--- config.mk ---
export PLATFORM = sky130hd
export DESIGN_NAME = turn_scheduler
export DESIGN_NICKNAME = d
export VERILOG_FILES = /design/src/rtl/turn_pkg.sv /design/src/rtl/turn_timer.sv /design/src/rtl/turn_scheduler.sv
export SDC_FILE = /design/constraint.sdc
export NUM_CORES = 1
export LEC_CHECK = 0
export BUFFER_PORTS_ARGS = -buffer_cell sky130_fd_sc_hd__buf_2
export CAP_MARGIN = 25
export CORE_ASPECT_RATIO = 0.6
export CORE_MARGIN = 2
export CORE_UTILIZATION = 40
export DETAILED_ROUTE_END_ITERATION = 12
export GPL_TIMING_DRIVEN = 0
export SYNTH_ARGS = -nofsm -noshare
export SYNTH_HDL_FRONTEND = slang
export SYNTH_SLANG_ARGS = --single-unit
--- constraint.sdc ---
create_clock -name clk -period 3.8 [get_ports clk]
set_clock_uncertainty 0.05 [all_clocks]
set_input_delay 0.76 -clock clk [delete_from_list [all_inputs] [get_ports clk]]
set_output_delay 0.76 -clock clk [all_outputs]
set_load 0.05 [all_outputs]
--- src/rtl/turn_pkg.sv ---
// Shared definitions for the turn scheduler: state codes, player count and
// the default wait-for-key limit.
package turn_pkg;
  localparam int NPLAYER = 4;
  localparam logic [25:0] TIMEOUT_DEF = 26'd50_000_000;

  typedef enum logic [2:0] {
    S_IDLE     = 3'd0,
    S_SELECT   = 3'd1,
    S_WAIT_KEY = 3'd2,
    S_BUSY     = 3'd3,
    S_DONE     = 3'd4
  } state_t;
endpackage

--- src/rtl/turn_timer.sv ---
// Wait-for-key counter: counts while enabled and flags the last cycle a
// player may still press before losing the turn.
module turn_timer import turn_pkg::*; #(
  parameter int unsigned     TO_W    = 26,
  parameter logic [TO_W-1:0] TIMEOUT = TO_W'(TIMEOUT_DEF)
) (
  input  logic clk,
  input  logic rst,
  input  logic clear,
  input  logic enable,
  output logic expire
);
  localparam logic [TO_W-1:0] LAST = TIMEOUT - TO_W'(1);

  logic [TO_W-1:0] count;

  always_ff @(posedge clk or negedge rst) begin
    if (!rst) begin
      count <= '0;
    end else if (clear) begin
      count <= '0;
    end else if (enable) begin
      count <= count + TO_W'(1);
    end
  end

  assign expire = enable && (count == LAST);
endmodule

--- src/rtl/turn_scheduler.sv ---
// Round-robin turn scheduler for a four-player game: picks the next active
// player, waits for that player's key with a timeout, then hands off the move.
module turn_scheduler import turn_pkg::*; #(
  parameter int unsigned     TO_W    = 26,
  parameter logic [TO_W-1:0] TIMEOUT = TO_W'(TIMEOUT_DEF)
) (
  input  logic       clk,
  input  logic       rst,
  input  logic       start,
  input  logic [3:0] active,
  input  logic [3:0] req,
  input  logic       turn_done,
  input  logic       hit,
  input  logic       win,
  output logic [3:0] grant,
  output logic [1:0] cur_player,
  output logic       turn_start,
  output logic       timeout,
  output logic       game_over,
  output logic [2:0] state
);
  // state    | meaning
  // IDLE     | no game running, waiting for start
  // SELECT   | one cycle: pick next active player after the pointer
  // WAIT_KEY | granted player must press its key before the timer expires
  // BUSY     | move handed to the game controller, waiting for turn_done
  // DONE     | game finished, grant shows the winner (0 if nobody active)

  state_t     st;
  logic [1:0] ptr;
  logic [1:0] pick;
  logic [1:0] cand;
  logic       pick_ok;
  logic       in_wait;
  logic       expire;

  assign state   = st;
  assign in_wait = (st == S_WAIT_KEY);

  turn_timer #(.TO_W(TO_W), .TIMEOUT(TIMEOUT)) u_timer (
    .clk    (clk),
    .rst    (rst),
    .clear  (!in_wait),
    .enable (in_wait),
    .expire (expire)
  );

  // Search order ptr+1 .. ptr+4, so the current player is considered last.
  always_comb begin
    pick    = ptr;
    pick_ok = 1'b0;
    cand    = '0;
    for (int k = 1; k <= NPLAYER; k++) begin
      cand = ptr + 2'(k);
      if (!pick_ok && active[cand]) begin
        pick    = cand;
        pick_ok = 1'b1;
      end
    end
  end

  always_ff @(posedge clk or negedge rst) begin
    if (!rst) begin
      st         <= S_IDLE;
      grant      <= 4'b0000;
      cur_player <= 2'd0;
      ptr        <= 2'd3;
      turn_start <= 1'b0;
      timeout    <= 1'b0;
      game_over  <= 1'b0;
    end else begin
      turn_start <= 1'b0;
      timeout    <= 1'b0;
      game_over  <= 1'b0;
      case (st)
        S_IDLE: begin
          grant <= 4'b0000;
          if (start) begin
            ptr <= 2'd3;
            st  <= S_SELECT;
          end
        end
        S_SELECT: begin
          if (pick_ok) begin
            grant      <= 4'b0001 << pick;
            cur_player <= pick;
            ptr        <= pick;
            st         <= S_WAIT_KEY;
          end else begin
            grant     <= 4'b0000;
            game_over <= 1'b1;
            st        <= S_DONE;
          end
        end
        S_WAIT_KEY: begin
          if (req[cur_player]) begin
            turn_start <= 1'b1;
            st         <= S_BUSY;
          end else if (!active[cur_player]) begin
            grant <= 4'b0000;
            st    <= S_SELECT;
          end else if (expire) begin
            grant   <= 4'b0000;
            timeout <= 1'b1;
            st      <= S_SELECT;
          end
        end
        S_BUSY: begin
          if (turn_done) begin
            if (win) begin
              game_over <= 1'b1;
              st        <= S_DONE;
            end else if (hit) begin
              st <= S_WAIT_KEY;
            end else begin
              grant <= 4'b0000;
              st    <= S_SELECT;
            end
          end
        end
        S_DONE: begin
          game_over <= 1'b1;
          if (start) begin
            game_over <= 1'b0;
            grant     <= 4'b0000;
            ptr       <= 2'd3;
            st        <= S_SELECT;
          end
        end
        default: begin
          grant <= 4'b0000;
          st    <= S_IDLE;
        end
      endcase
    end
  end
endmodule

# --- Word level (Yosys, flattened, before mapping) ---
# Index checks and enable logic that the tools add are counted.
# Widths: inputs -> output; s select.
totals:
  regBits: 40
  input_bits: 14
  out_inout_bits: 12
  word_cells: 99
classes:
  n_addsub: 4
  magnitude_cmp: 5
  eq_ne: 14
  shifts: 1
  n_mux: 53
  n_reduce_logical: 14
op_table:
  columns: ["op", "n"]
  rows:
  - ["$mux 4", 8]
  - ["$add 26x1->26 const B", 1]
  - ["$eq 26x26->1 const B", 1]
  - ["$mux 26", 1]
  - ["$mux 3", 7]
  - ["$mux 1", 20]
  - ["$pmux 4 s4", 1]
  - ["$lt 2x3->1 const B", 5]
  - ["$mux 2", 7]
  - ["$bmux 1 s2", 6]
  - ["$ne 2x2->1 const B", 6]
  - ["$pmux 3 s4", 1]
  - ["$eq 3x2->1 const B", 2]
  - ["$reduce_and 3->1", 2]
  - ["$reduce_and 6->1", 1]
  - ["$add 2x2->2 const B", 2]
  - ["$logic_and 1x1->1", 4]
  - ["$ne 4x4->1 const B", 1]
  - ["$pmux 2 s2", 1]
  - ["$shl 1x2->4 const A", 1]
  - ["$eq 3x1->1 const B", 1]
  - ["$eq 3x3->1 const B", 1]
  - ["$logic_not 1->1", 3]
  - ["$logic_not 3->1", 1]
  - ["other kinds (7)", 7]

# --- Longest topological paths before layout ---
depth:
  ltp_word: 16
  mapped_depth: 6
  ltp_nobuf: 6

# --- By module ---
# From an unflattened synthesis, not the netlist that was laid out.
hier_totals:
  hier_cells: 237
  area_unflattened_um2: 2229.6
modules_own_cells:
  columns: ["mod", "instances", "cells_each", "area_each_um2", "seq_area_each_um2"]
  rows:
  - ["turn_timer", 1, 149, 1400.1, 650.6]
  - ["turn_scheduler", 1, 88, 829.5, 352.8]

# --- Worst setup path after synthesis ---
# OpenSTA, ideal clock, no wires.
synth_timing:
  path_kind: "reg2reg"
  from: "register cur_player[0]"
  to: "register st[1], in the netlist state[1]"
  setup_ns: 0.125
  arrival_ns: 1.960
  t_required_ns: 3.625
  slack_ns: 1.665
  stages_incl_launch_ff: 5
  n_path_buf: 0
  period_less_slack_ns: 2.135
  cell_sequence: "dfrtp_1 mux4_2 nand3b_1 o21ai_0 mux2_2"
synth_via:
  elab_chain_len: 5
  elab_cells_between_ends: 9
  classes_between: "eq/ne (1); mux (7); reduce/logical (1)"
synth_lines:
  columns: ["element", "line", "rtl"]
  rows:
  - ["start, declared", "turn_scheduler.sv:16", "output logic [1:0] cur_player,"]
  - ["start signal, assigned", "turn_scheduler.sv:86", "cur_player <= pick;"]
  - ["$bmux 1 s2", "turn_scheduler.sv:99", "end else if (!active[cur_player]) begin"]
  - ["$mux 1 (implied by the code)", "turn_scheduler.sv:99", null]
  - ["$mux 3", "turn_scheduler.sv:99", null]
  - ["$mux 3", "turn_scheduler.sv:96", "if (req[cur_player]) begin"]
  - ["$pmux 3 s4", "turn_scheduler.sv:75", "case (st)"]
  - ["end signal, assigned", "turn_scheduler.sv:80", "st <= S_SELECT;"]
  - ["end signal, assigned", "turn_scheduler.sv:98", "st <= S_BUSY;"]
  - ["end signal, assigned", "turn_scheduler.sv:101", "st <= S_SELECT;"]
  - ["end, declared", "turn_scheduler.sv:29", "state_t st;"]
# Several ways; a longest one is shown, not always the timed one. The select of a mux whose other input is x is not followed.
# A chain may end at the register's enable or synchronous reset.

# --- Worst setup path after layout ---
layout_timing:
  from: "register u_timer.count[12]"
  to: "register st[1], in the netlist state[1]"
layout_via:
  elab_chain_len: 4
layout_lines:
  columns: ["element", "line", "rtl"]
  rows:
  - ["start, declared", "turn_timer.sv:15", "logic [TO_W-1:0] count;"]
  - ["start signal, assigned", "turn_timer.sv:23", "count <= count + TO_W'(1);"]
  - ["$eq 26x26->1", "turn_timer.sv:27", "assign expire = enable && (count == LAST);"]
  - ["$logic_and 1x1->1", "turn_timer.sv:27", null]
  - ["$ne 4x4->1 (no source line)", null, null]
  - ["$reduce_and 3->1 (no source line)", null, null]
  - ["end signal, assigned", "turn_scheduler.sv:64", "st <= S_IDLE;"]
  - ["end signal, assigned", "turn_scheduler.sv:80", null]
  - ["end signal, assigned", "turn_scheduler.sv:88", "st <= S_WAIT_KEY;"]
# No other way between the ends.

==> insert_results.sql <==
INSERT INTO impl_metrics (metric_group, metric, value, unit) VALUES
('run_status', 'outcome', 'complete, no violations', ''),
('critical_path', 'crit_chain', 'clkbuf_1, nand2_1, or4_1, nor4_1, o21ai_0, mux2_2', ''),
('clocking', 'cts_inserted_buffers', '5', ''),
('floorplan', 'start_util', '0.418', ''),
('clocking', 'cts.htree.levels', '2', ''),
('synthesis', 'synth_cell_type_count', '46', ''),
('clocking', 'numClockSinks', '40', ''),
('place', 'place.gp.congestion', '0.844', ''),
('synthesis', 'ys_async_sr_fraction', '1.00', ''),
('place', 'detailedPlacementHpwl', '3.37', 'mm'),
('layout', 'num_antenna_cells', '0', ''),
('route', 'routed-via-count', '1707', ''),
('hold_path', 'min_from', 'grant[0]', ''),
('critical_path', 'crit_slowest_cell', 'sky130_fd_sc_hd__or4_1', ''),
('timing', 'period_minus_slack', '2130', 'ps'),
('synthesis', 'synth_nets', '232', ''),
('synthesis', 'synth.yosys.warnings', '0', ''),
('floorplan', 'io-pin-count', '26', ''),
('hold_path', 'min-delay-path-class', 'reg -> reg', ''),
('clocking', 'clk_path_buf_depth', '2', ''),
('route', 'detail_route.wirelength', '4.57', 'mm'),
('critical_path', 'crit_fanout', '7', ''),
('grt', 'first_pass_grt_wire_length', '7.19', 'mm'),
('critical_path', 'setup.worst_path.end_class', 'flip-flop', ''),
('power', 'p_per_area', '633', 'nW/µm²'),
('layout', 'areaGrowthSynthToFinish', '15.7', '%'),
('clocking', 'clock_insertion_delay_worst_skew', '290', 'ps'),
('timing', 'tns', '0', 'ps'),
('layout', 'drive_gt1_frac', '0.192', ''),
('layout', 'fill_cells', '474', ''),
('hold_path', 'min_path_cells', '1', ''),
('clocking', 'clock_tree.root_cell', 'sky130_fd_sc_hd__clkbuf_8', ''),
('synthesis', 'syn_area_per_cell', '9.78', 'µm²'),
('grt', 'globalRoute.totalOverflow', '0', ''),
('route', 'met3_wirelength', '288', 'µm'),
('route', 'antenna_violating_nets_post_route', '0', ''),
('timing', 'fin_crit_sh', '0.561', ''),
('clocking', 'post-cts-setup-buffer-count', '0', ''),
('critical_path', 'setup.worst_path.start_class', 'flip-flop', ''),
('route', 'first_pass_iters', '4', ''),
('clocking', 'post_cts.resized_instances', '0', ''),
('timing', 'finalSetupViolations', '0', ''),
('critical_path', 'worst_path_largest_cell_delay', '420', 'ps'),
('route', 'drc_errors', '0', ''),
('floorplan', 'die_y', '60.4', 'µm'),
('floorplan', 'die-width', '98.0', 'µm'),
('clocking', 'cts_hold_buffers', '0', ''),
('timing', 'max_freq', '469', 'MHz'),
('floorplan', 'coreArea', '5080', 'µm²'),
('timing', 'setup_repair_after_global_routing_missed_its_margin', 'false', ''),
('timing', 'max_slew.worst_pin.slew', '888', 'ps'),
('place', 'placement.io_buffers', '25', ''),
('synthesis', 'synth_area', '2120', 'µm²'),
('layout', 'finish.net_count', '264', ''),
('grt', 'initial_antenna_violation_count', '0', ''),
('critical_path', 'timing.reg2reg.worst_path_depth', '6', ''),
('route', 'routed-wl-met2', '1.67', 'mm'),
('synthesis', 'netlist_instances', '217', ''),
('route', 'dr.max_layer_used', 'met4', ''),
('clocking', 'cts_tree', 'yes', ''),
('timing', 'drv_slew', '0', ''),
('floorplan', 'design.die.area', '5920', 'µm²'),
('clocking', 'clkTransAtPathRegs', '80', 'ps'),
('timing', 'finalHoldViolCount', '0', ''),
('floorplan', 'floorplan.rows', '20', ''),
('grt', 'grt_start_max_net_pins', '41', ''),
('route', 'avgRoutedWirePerCell', '14.5', 'µm'),
('synthesis', 'synth_enable_flop_cells', '0', ''),
('power', 'leakage', '0.00109', 'µW'),
('job', 'drv.max_cap_violation_count', '0', ''),
('critical_path', 'timing.setup.critical_path_class', 'reg -> reg', '');
## cells in the mapped netlist, types with 3 or more instances
library cell	count	area share
sky130_fd_sc_hd__a21oi_1	4	0.0094
sky130_fd_sc_hd__a31oi_1	3	0.0088
sky130_fd_sc_hd__and2_1	3	0.0088
sky130_fd_sc_hd__and3_1	5	0.015
sky130_fd_sc_hd__clkbuf_1	7	0.012
sky130_fd_sc_hd__dfrtp_1	38	0.45
sky130_fd_sc_hd__inv_1	3	0.0053
sky130_fd_sc_hd__nand2_1	16	0.028
sky130_fd_sc_hd__nand2b_1	4	0.012
sky130_fd_sc_hd__nand3_1	9	0.021
sky130_fd_sc_hd__nand4_1	7	0.021
sky130_fd_sc_hd__nor2_1	40	0.071
sky130_fd_sc_hd__nor3_1	4	0.0094
sky130_fd_sc_hd__nor4_1	3	0.0088
sky130_fd_sc_hd__nor4b_1	3	0.012
sky130_fd_sc_hd__o21ai_0	8	0.019
sky130_fd_sc_hd__xnor2_1	5	0.021
sky130_fd_sc_hd__xor2_1	17	0.070
## layout by cell type (no fill, tap or decap), drive strengths merged, types with 3 or more instances in the layout
master,count
xor2,17
a21oi,4
xnor2,5
and2,3
inv,3
buf,26
nor4b,3
and3,5
nor2,40
nand2,16
nand3,10
nand4,9
dfrtp,38
a31oi,3
nand2b,4
o21ai,8
clkbuf,14
nor3,4
nor4,5
## cell families after synthesis
| kind of cell | synth area share |
|---|---|
| adders and majority gates | 0.00590 |
| buffers and inverters | 0.0200 |
| AOI/OAI and AO/OA | 0.0814 |
| xor gates and xnor gates | 0.0908 |
| DFF | 0.473 |
| muxes | 0.0312 |
| and+or+nand+nor | 0.298 |
## state kept, by name (all words and copies together) (netlist names)
register,flops
game_over,1
grant,4
ptr,2
timeout,1
cur_player,2
u_timer.count,26
state,3
turn_start,1
## worst paths after layout
kind,slack [ps],endpoint
min in group asynchronous,540,u_timer.count[19]
worst max register to register,1670,state[1]
max in group asynchronous,2610,u_timer.count[7]
worst min register to register,450,grant[0]
worst max-delay path,1670,state[1]
worst min-delay path,450,grant[0]
## per-stage QoR
step	cells	utilization	setup WS, ps
detailed placement	308	0.459	1450
global placement	308	0.459	1420
global route	316	0.483	1540
finish	316	0.483	1670
floorplan	217	-	1670
CTS	316	0.483	1690
## layout make-up
| cell class | count | area, µm² | area share |
|---|---|---|---|
| clock inverters | 1 | 30.0 | 0.0122 |
| multi-input cells | 166 | 1080 | 0.438 |
| repair buffers | 25 | 125 | 0.0509 |
| clock buffers | 7 | 96.3 | 0.0392 |
| flip-flops and latches | 40 | 1000 | 0.409 |
| plain buffers | 8 | 31.3 | 0.0127 |
| inverters | 3 | 11.3 | 0.00458 |
| well taps | 66 | 82.6 | 0.0336 |
## critical path, delay by kind of cell (launching register included)
family                 cells  cell delay (ps)
AO/OA/AOI/OAI              1              180
multiplexers               1              300
buffers and inverters      1              260
AND/OR/NAND/NOR            3              910
flip-flops                 1              330
## routing by layer
layer | vias up | global-route usage
met5 | - | 0
met4 | 0 | 0.0357
met3 | 6 | 0.0380
met2 | 60 | 0.191
met1 | 810 | 0.267
li1 | 831 | -
## power breakdown
part | internal [µW] | total [µW] | leakage [µW] | switching (µW)
Clock | 232 | 381 | 0.0000645 | 150
Sequential | 499 | 553 | 0.000539 | 54.7
Combinational | 188 | 621 | 0.000485 | 433
Power figures use the tool's default switching activity.
